===== config.mk =====
export PLATFORM = sky130hd
export DESIGN_NAME = adc_spi_master_flat
export DESIGN_NICKNAME = d
export VERILOG_FILES = /design/src/rtl/adc_spi_master_pkg.sv /design/src/rtl/adc_spi_master_if.sv /design/src/rtl/adc_spi_master_tick_div.sv /design/src/rtl/adc_spi_master.sv /design/src/flat_wrapper.sv
export SDC_FILE = /design/constraint.sdc
export NUM_CORES = 1
export LEC_CHECK = 0
export BUFFER_PORTS_ARGS = -buffer_cell sky130_fd_sc_hd__buf_2
export CORE_MARGIN = 2
export CORE_UTILIZATION = 60
export DETAILED_ROUTE_END_ITERATION = 10
export HOLD_SLACK_MARGIN = 0.1
export PLACE_DENSITY = 0.81
export SLEW_MARGIN = 20
export SYNTH_ARGS = -nofsm -noshare
export SYNTH_HDL_FRONTEND = slang
export SYNTH_SLANG_ARGS = --single-unit

===== constraint.sdc =====
create_clock -name clk -period 5.7 [get_ports clk]
set_clock_uncertainty 0.15 [all_clocks]
set_input_delay 0.285 -clock clk [delete_from_list [all_inputs] [get_ports clk]]
set_output_delay 0.285 -clock clk [all_outputs]
set_load 0.02 [all_outputs]

===== src/rtl/adc_spi_master_pkg.sv =====
// Shared constants, state encoding and MOSI command helper for the ADC SPI front end.
package microscope_pkg;

  localparam int unsigned ADC_BITS       = 12;
  localparam int unsigned FRAME_SCLKS    = 17;
  localparam int unsigned FIRST_DATA_BIT = 5;
  localparam int unsigned BIT_CNT_W      = 5;

  // bit_cnt values at which each command bit is on mosi (bit 0 is the start bit)
  localparam int unsigned BIT_SGL  = 1;
  localparam int unsigned BIT_ODD  = 2;
  localparam int unsigned BIT_MSBF = 3;

  typedef enum logic [1:0] {IDLE, CS_SETUP, SHIFT, CS_HOLD} adc_state_t;

  function automatic logic cmd_bit(input logic [BIT_CNT_W-1:0] bit_idx,
                                   input logic sgl, input logic odd);
    logic b;
    b = 1'b0;
    if (bit_idx == BIT_CNT_W'(BIT_SGL))       b = sgl;
    else if (bit_idx == BIT_CNT_W'(BIT_ODD))  b = odd;
    else if (bit_idx == BIT_CNT_W'(BIT_MSBF)) b = 1'b1;
    return b;
  endfunction

endpackage


===== src/rtl/adc_spi_master_if.sv =====
// Control, status and SPI wire bundle between the ADC front end and its neighbours.
interface adc_spi_master_if;
  import microscope_pkg::*;

  logic                enable;
  logic                channel;
  logic                single_ended;
  logic                miso;
  logic                sclk;
  logic                cs_n;
  logic                mosi;
  logic [ADC_BITS-1:0] sample;
  logic                sample_valid;
  logic                busy;

  modport master (
    input  enable, channel, single_ended, miso,
    output sclk, cs_n, mosi, sample, sample_valid, busy
  );

  modport slave (
    output enable, channel, single_ended, miso,
    input  sclk, cs_n, mosi, sample, sample_valid, busy
  );
endinterface


===== src/rtl/adc_spi_master_tick_div.sv =====
// Half-period tick generator: one tick every HALF_DIV clocks while run is high.
module tick_div #(
  parameter int unsigned HALF_DIV = 16
) (
  input  logic clk,
  input  logic reset,
  input  logic run,
  output logic tick
);
  localparam int unsigned CW = (HALF_DIV > 1) ? $clog2(HALF_DIV) : 1;

  logic [CW-1:0] div_cnt_q, div_cnt_d;
  logic          armed_q, armed_d;

  // The first cycle after run rises only arms the divider; counting starts one cycle later.
  always_comb begin
    armed_d   = run;
    div_cnt_d = div_cnt_q;
    if (!run || !armed_q)                       div_cnt_d = '0;
    else if (div_cnt_q == CW'(HALF_DIV - 1))    div_cnt_d = '0;
    else                                        div_cnt_d = div_cnt_q + 1'b1;
  end

  always_ff @(posedge clk) begin
    if (reset) begin
      div_cnt_q <= '0;
      armed_q   <= 1'b0;
    end else begin
      div_cnt_q <= div_cnt_d;
      armed_q   <= armed_d;
    end
  end

  assign tick = run && (div_cnt_q == CW'(HALF_DIV - 1));
endmodule


===== src/rtl/adc_spi_master.sv =====
// SPI master for a 12-bit dual-channel SAR ADC with an MCP3202-style command frame.
module adc_spi_master
  import microscope_pkg::*;
#(
  parameter int unsigned HALF_DIV       = 16,
  parameter int unsigned CS_HIGH_HALVES = 2
) (
  input logic              clk,
  input logic              reset,
  adc_spi_master_if.master bus
);
  localparam int unsigned HW = (CS_HIGH_HALVES > 1) ? $clog2(CS_HIGH_HALVES) : 1;

  if (HALF_DIV < 2) begin : g_half_div_check
    $error("adc_spi_master: HALF_DIV must be at least 2");
  end
  if (CS_HIGH_HALVES < 1) begin : g_cs_high_check
    $error("adc_spi_master: CS_HIGH_HALVES must be at least 1");
  end

  adc_state_t            state_q, state_d;
  logic [BIT_CNT_W-1:0]  bit_cnt_q, bit_cnt_d;
  logic [HW-1:0]         hold_cnt_q, hold_cnt_d;
  logic [ADC_BITS-1:0]   shift_q, shift_d;
  logic [ADC_BITS-1:0]   sample_q, sample_d;
  logic                  valid_q, valid_d;
  logic                  sclk_q, sclk_d;
  logic                  cs_n_q, cs_n_d;
  logic                  mosi_q, mosi_d;
  logic                  busy_q, busy_d;
  logic                  sgl_q, sgl_d;
  logic                  odd_q, odd_d;
  logic                  tick;

  tick_div #(.HALF_DIV(HALF_DIV)) u_tick_div (
    .clk   (clk),
    .reset (reset),
    .run   (state_q != IDLE),
    .tick  (tick)
  );

  always_comb begin
    state_d    = state_q;
    bit_cnt_d  = bit_cnt_q;
    hold_cnt_d = hold_cnt_q;
    shift_d    = shift_q;
    sample_d   = sample_q;
    valid_d    = 1'b0;
    sclk_d     = sclk_q;
    cs_n_d     = cs_n_q;
    mosi_d     = mosi_q;
    busy_d     = busy_q;
    sgl_d      = sgl_q;
    odd_d      = odd_q;
    unique case (state_q)
      IDLE: begin
        if (bus.enable) begin
          state_d    = CS_SETUP;
          cs_n_d     = 1'b0;
          mosi_d     = 1'b1;
          busy_d     = 1'b1;
          sgl_d      = bus.single_ended;
          odd_d      = bus.channel;
          bit_cnt_d  = '0;
          hold_cnt_d = '0;
        end
      end
      CS_SETUP: begin
        if (tick) begin
          state_d   = SHIFT;
          bit_cnt_d = '0;
        end
      end
      SHIFT: begin
        if (tick) begin
          if (!sclk_q) begin
            sclk_d = 1'b1;
            if (bit_cnt_q >= BIT_CNT_W'(FIRST_DATA_BIT))
              shift_d = {shift_q[ADC_BITS-2:0], bus.miso};
          end else if (bit_cnt_q == BIT_CNT_W'(FRAME_SCLKS - 1)) begin
            state_d    = CS_HOLD;
            sclk_d     = 1'b0;
            cs_n_d     = 1'b1;
            mosi_d     = 1'b0;
            sample_d   = shift_q;
            valid_d    = 1'b1;
            hold_cnt_d = '0;
          end else begin
            sclk_d    = 1'b0;
            bit_cnt_d = bit_cnt_q + 1'b1;
            mosi_d    = cmd_bit(bit_cnt_q + 1'b1, sgl_q, odd_q);
          end
        end
      end
      CS_HOLD: begin
        if (tick) begin
          if (hold_cnt_q == HW'(CS_HIGH_HALVES - 1)) begin
            state_d = IDLE;
            busy_d  = 1'b0;
          end else begin
            hold_cnt_d = hold_cnt_q + 1'b1;
          end
        end
      end
    endcase
  end

  always_ff @(posedge clk) begin
    if (reset) begin
      state_q    <= IDLE;
      bit_cnt_q  <= '0;
      hold_cnt_q <= '0;
      shift_q    <= '0;
      sample_q   <= '0;
      valid_q    <= 1'b0;
      sclk_q     <= 1'b0;
      cs_n_q     <= 1'b1;
      mosi_q     <= 1'b0;
      busy_q     <= 1'b0;
      sgl_q      <= 1'b0;
      odd_q      <= 1'b0;
    end else begin
      state_q    <= state_d;
      bit_cnt_q  <= bit_cnt_d;
      hold_cnt_q <= hold_cnt_d;
      shift_q    <= shift_d;
      sample_q   <= sample_d;
      valid_q    <= valid_d;
      sclk_q     <= sclk_d;
      cs_n_q     <= cs_n_d;
      mosi_q     <= mosi_d;
      busy_q     <= busy_d;
      sgl_q      <= sgl_d;
      odd_q      <= odd_d;
    end
  end

  assign bus.sclk         = sclk_q;
  assign bus.cs_n         = cs_n_q;
  assign bus.mosi         = mosi_q;
  assign bus.sample       = sample_q;
  assign bus.sample_valid = valid_q;
  assign bus.busy         = busy_q;
endmodule

===== src/flat_wrapper.sv =====
// flat-port wrapper written by rule: the top's interface ports become plain ports
module adc_spi_master_flat import microscope_pkg::*;
#(
  parameter int unsigned HALF_DIV       = 16,
  parameter int unsigned CS_HIGH_HALVES = 2
)
  (clk, reset, bus_enable, bus_channel, bus_single_ended, bus_miso, bus_sclk, bus_cs_n, bus_mosi, bus_sample, bus_sample_valid, bus_busy);
  adc_spi_master_if bus_i ();
  input logic clk;
  input logic reset;
  input wire logic [$bits(bus_i.enable)-1:0] bus_enable;
  input wire logic [$bits(bus_i.channel)-1:0] bus_channel;
  input wire logic [$bits(bus_i.single_ended)-1:0] bus_single_ended;
  input wire logic [$bits(bus_i.miso)-1:0] bus_miso;
  output wire logic [$bits(bus_i.sclk)-1:0] bus_sclk;
  output wire logic [$bits(bus_i.cs_n)-1:0] bus_cs_n;
  output wire logic [$bits(bus_i.mosi)-1:0] bus_mosi;
  output wire logic [$bits(bus_i.sample)-1:0] bus_sample;
  output wire logic [$bits(bus_i.sample_valid)-1:0] bus_sample_valid;
  output wire logic [$bits(bus_i.busy)-1:0] bus_busy;
  assign bus_i.enable = bus_enable;
  assign bus_i.channel = bus_channel;
  assign bus_i.single_ended = bus_single_ended;
  assign bus_i.miso = bus_miso;
  assign bus_sclk = bus_i.sclk;
  assign bus_cs_n = bus_i.cs_n;
  assign bus_mosi = bus_i.mosi;
  assign bus_sample = bus_i.sample;
  assign bus_sample_valid = bus_i.sample_valid;
  assign bus_busy = bus_i.busy;
  adc_spi_master #(.HALF_DIV(HALF_DIV), .CS_HIGH_HALVES(CS_HIGH_HALVES)) u_core (.clk(clk), .reset(reset), .bus(bus_i));
endmodule

==> impl_metrics.csv <==
group,metric,value,unit
synthesis,synthXorXnorAreaFrac,1.68,%
flow_run,cap_violations,0,
synthesis,synth_cell_types,41,
clock_network,clk-insertion-delay-late,0.36,ns
synthesis,synth-main-ff-cell,"dfxtp_1",
pwr,p_leak,1.02,nW
synthesis,async_reset_ff_share,0,%
final_layout,drive_gt1_share,16.3,%
critical_path,arrival,2.74,ns
critical_path,reg2reg_depth,6,
floorplanning,die_h,62.9,um
placed_design,portBuffers,22,
critical_path,startpoint_type,"flop",
routing,viasPerCell,5.44,
pwr,powerDensity,323,nW/um2
timing,fmax,376,MHz
synthesis,synth_top_family_by_area,"simple AND/OR/NAND/NOR gates",
synthesis,synth-edff-count,0,
synthesis,synth_area,2080,um2
critical_path,cp-end-kind,"flop",
final_layout,num-fill-cells,270,
synthesis,synth_compound_area_share,13.3,%
critical_path,r2r_end,"u_core.shift_q[7]$_SDFFE_PP0P_",
final_layout,syn_to_final_growth,9.85,%
grt,grt_usage,20.5,%
routing,drt_iter0_drc,89,
grt,grt_antenna_before_repair,0,
placed_design,hpwlAfterDp,2610,um
final_layout,finalNetCount,249,
synthesis,synthSimpleGateAreaFrac,17.2,%
grt,grt_max_degree,40,
floorplanning,die-area,3960,um2
timing,hold_viol,0,
critical_path,worstSetupPathType,"reg -> reg",
critical_path,required,5.79,ns
final_layout,diodes,0,
floorplanning,core_area,3340,um2
clock_network,postCtsResizedCells,0,
min_path,min_path_type,"in -> reg",
routing,antenna_left,0,
clock_network,numCtsBuffers,5,
placed_design,gp_congestion,0.798,
critical_path,crit_fanout,12,
synthesis,avgSynthCellArea,9.87,um2
pwr,vdd.ir_drop.worst,0.000205,V
timing,post-route-period-util,46.6,%
grt,grt_remaining_overflow,0,
clock_network,clock-sinks,44,
synthesis,muxShareOfSynthArea,13.0,%
final_layout,final_cell_mix,"44 x dfxtp_1, 34 x nor2_1, 26 x mux2i_1, 22 x buf_2, 11 x ha_1",
synthesis,netlist_instances,211,
floorplanning,die_x,62.9,um
min_path,hold_start,"bus_enable",
routing,post-route-drc-count,0,
synthesis,yosys_warnings,0,
placed_design,placed_cells,266,
final_layout,design_area,2290,um2
routing,vias,1517,
timing,finalSetupViolCount,0,
min_path,holdPathEnd,"u_core.sgl_q$_SDFFE_PP0P_",
grt,grt_pass1_vias,1468,
synthesis,ys_ff_latch,44,
timing,finalSetupTns,0,ns
timing,relSlewSlack,31.1,%
floorplanning,rows,21,
grt,grt_first_pass_wirelength,6440,um
clock_network,clockBufferDepth,2,
synthesis,syn_nets,228,
timing,slew_violations,0,
synthesis,synth_adder_area_share,6.61,%
final_layout,layout_commonest_cell,"dfxtp_1",
pwr,p_total,0.000738,W
critical_path,reg2reg_slack,3.04,ns
final_layout,finalNonFillerCells,279,
routing,drt-total-wl,3780,um
floorplanning,start_util,62.4,%
min_path,min_path_cells,4,
routing,wl_per_cell,13.5,um
timing,tightest_slew,1.03,ns
status,status,"finished clean",
synthesis,yosysSeqAreaShare,42.3,%
clock_network,htreeDepth,2,
critical_path,worstReg2RegStart,"u_core.state_q[0]$_SDFFE_PP0P_",
placed_design,place_area,2160,um2
timing,rsz0062_at_grt,"false",
floorplanning,ios,23,
clock_network,cts_root_buf,"clkbuf_4",
timing,period_minus_slack,2.66,ns
routing,dr.pass1.iters,4,
clock_network,cts_tree,"built",
clock_network,clk_pin_slew,0.14,ns
## where the power goes
part           total, W  internal, W  switching [W]  leakage [nW]
Clock          0.000194    0.0000914       0.000102        0.0412
Sequential     0.000343     0.000328      0.0000150         0.356
Combinational  0.000201    0.0000849       0.000116         0.624
## worst max-delay path, stage by stage (launching register included)
cell       delay, ns
dfxtp_1         0.36
inv_1           0.12
ha_1            0.36
inv_1           0.22
a2111oi_4       0.96
mux2i_1         0.31
nor2_1          0.05
## Yosys cell counts (all sizes together), types with 3 or more instances
library cell | instances | area, um2
dfxtp | 44 | 881
nor2 | 34 | 128
mux2i | 26 | 260
ha | 11 | 138
a21oi | 9 | 45.0
buf | 9 | 77.6
inv | 8 | 30.0
nand3 | 8 | 40.0
nand2 | 6 | 22.5
nand2b | 5 | 31.3
nor3 | 5 | 25.0
o21ai | 5 | 25.0
a2111oi | 4 | 60.1
a211oi | 4 | 30.0
clkbuf | 4 | 15.0
a21o | 3 | 22.5
a31oi | 3 | 33.8
## logic make-up (layout without fill, tap and decap cells)
kind of cell             after synthesis  in the layout
multiplexers                          27             27
AO/OA/AOI/OAI                         35             35
XOR/XNOR                               4              4
flip-flops                            44             44
adder cells (fa/ha/maj)               11             11
AND/OR/NAND/NOR                       69             69
buffers and inverters                 21             43
## metal layers
metal	global-route usage, %	wire [um]	up-vias
li1	-	-	772
met1	24.1	1730	713
met2	34.6	1820	26
met3	5.77	167	6
met4	9.17	57	0
met5	0	0	-
## layout make-up
class	count	area, um2	area share, %
well taps	46	57.6	2.52
clock buffers	5	37.5	1.64
flip-flops and latches	44	881	38.5
clock inverters	3	42.5	1.86
multi-input cells	146	1080	47.2
repair buffers	27	160	7.00
inverters	8	30.0	1.31
## worst max-delay path by stage
stage	from	end	slack [ns]	cells after the start
finish	u_core.state_q[0]$_SDFFE_PP0P_	u_core.shift_q[7]$_SDFFE_PP0P_	3.04	6
global route	u_core.state_q[0]$_SDFFE_PP0P_	u_core.shift_q[4]$_SDFFE_PP0P_	2.90	6
floorplan	u_core.state_q[0]$_SDFFE_PP0P_	u_core.bit_cnt_q[0]$_SDFFE_PP0P_	3.68	7
CTS	u_core.state_q[0]$_SDFFE_PP0P_	u_core.shift_q[7]$_SDFFE_PP0P_	3.04	6
detailed placement	u_core.state_q[0]$_SDFFE_PP0P_	u_core.shift_q[7]$_SDFFE_PP0P_	3.06	6
global placement	u_core.state_q[0]$_SDFFE_PP0P_	u_core.shift_q[6]$_SDFFE_PP0P_	3.17	6
## registers in the layout (all words and copies together), names as in the netlist
name and flops:
u_core.bit_cnt_q 5, u_core.bus.busy 1, u_core.bus.cs_n 1, u_core.bus.mosi 1, u_core.bus.sample 12, u_core.bus.sample_valid 1, u_core.bus.sclk 1, u_core.hold_cnt_q 1
u_core.odd_q 1, u_core.sgl_q 1, u_core.shift_q 12, u_core.state_q 2, u_core.u_tick_div.armed_q 1, u_core.u_tick_div.div_cnt_q 4
## metrics by stage
stage	util, %	worst slack [ns]	hold WS (ns)
floorplan	-	3.68	0.268
global placement	64.7	3.17	0.279
detailed placement	64.7	3.06	0.286
CTS	68.6	3.04	0.162
global route	68.6	2.90	0.222
finish	68.6	3.04	0.184
## timing repair
item | 4_1_cts | 5_1_grt
buffers inserted | 0 | 0
hold buffers | 5 | 0
endpoints found under the hold margin | 3 | 0
Power figures use the tool's default switching activity.
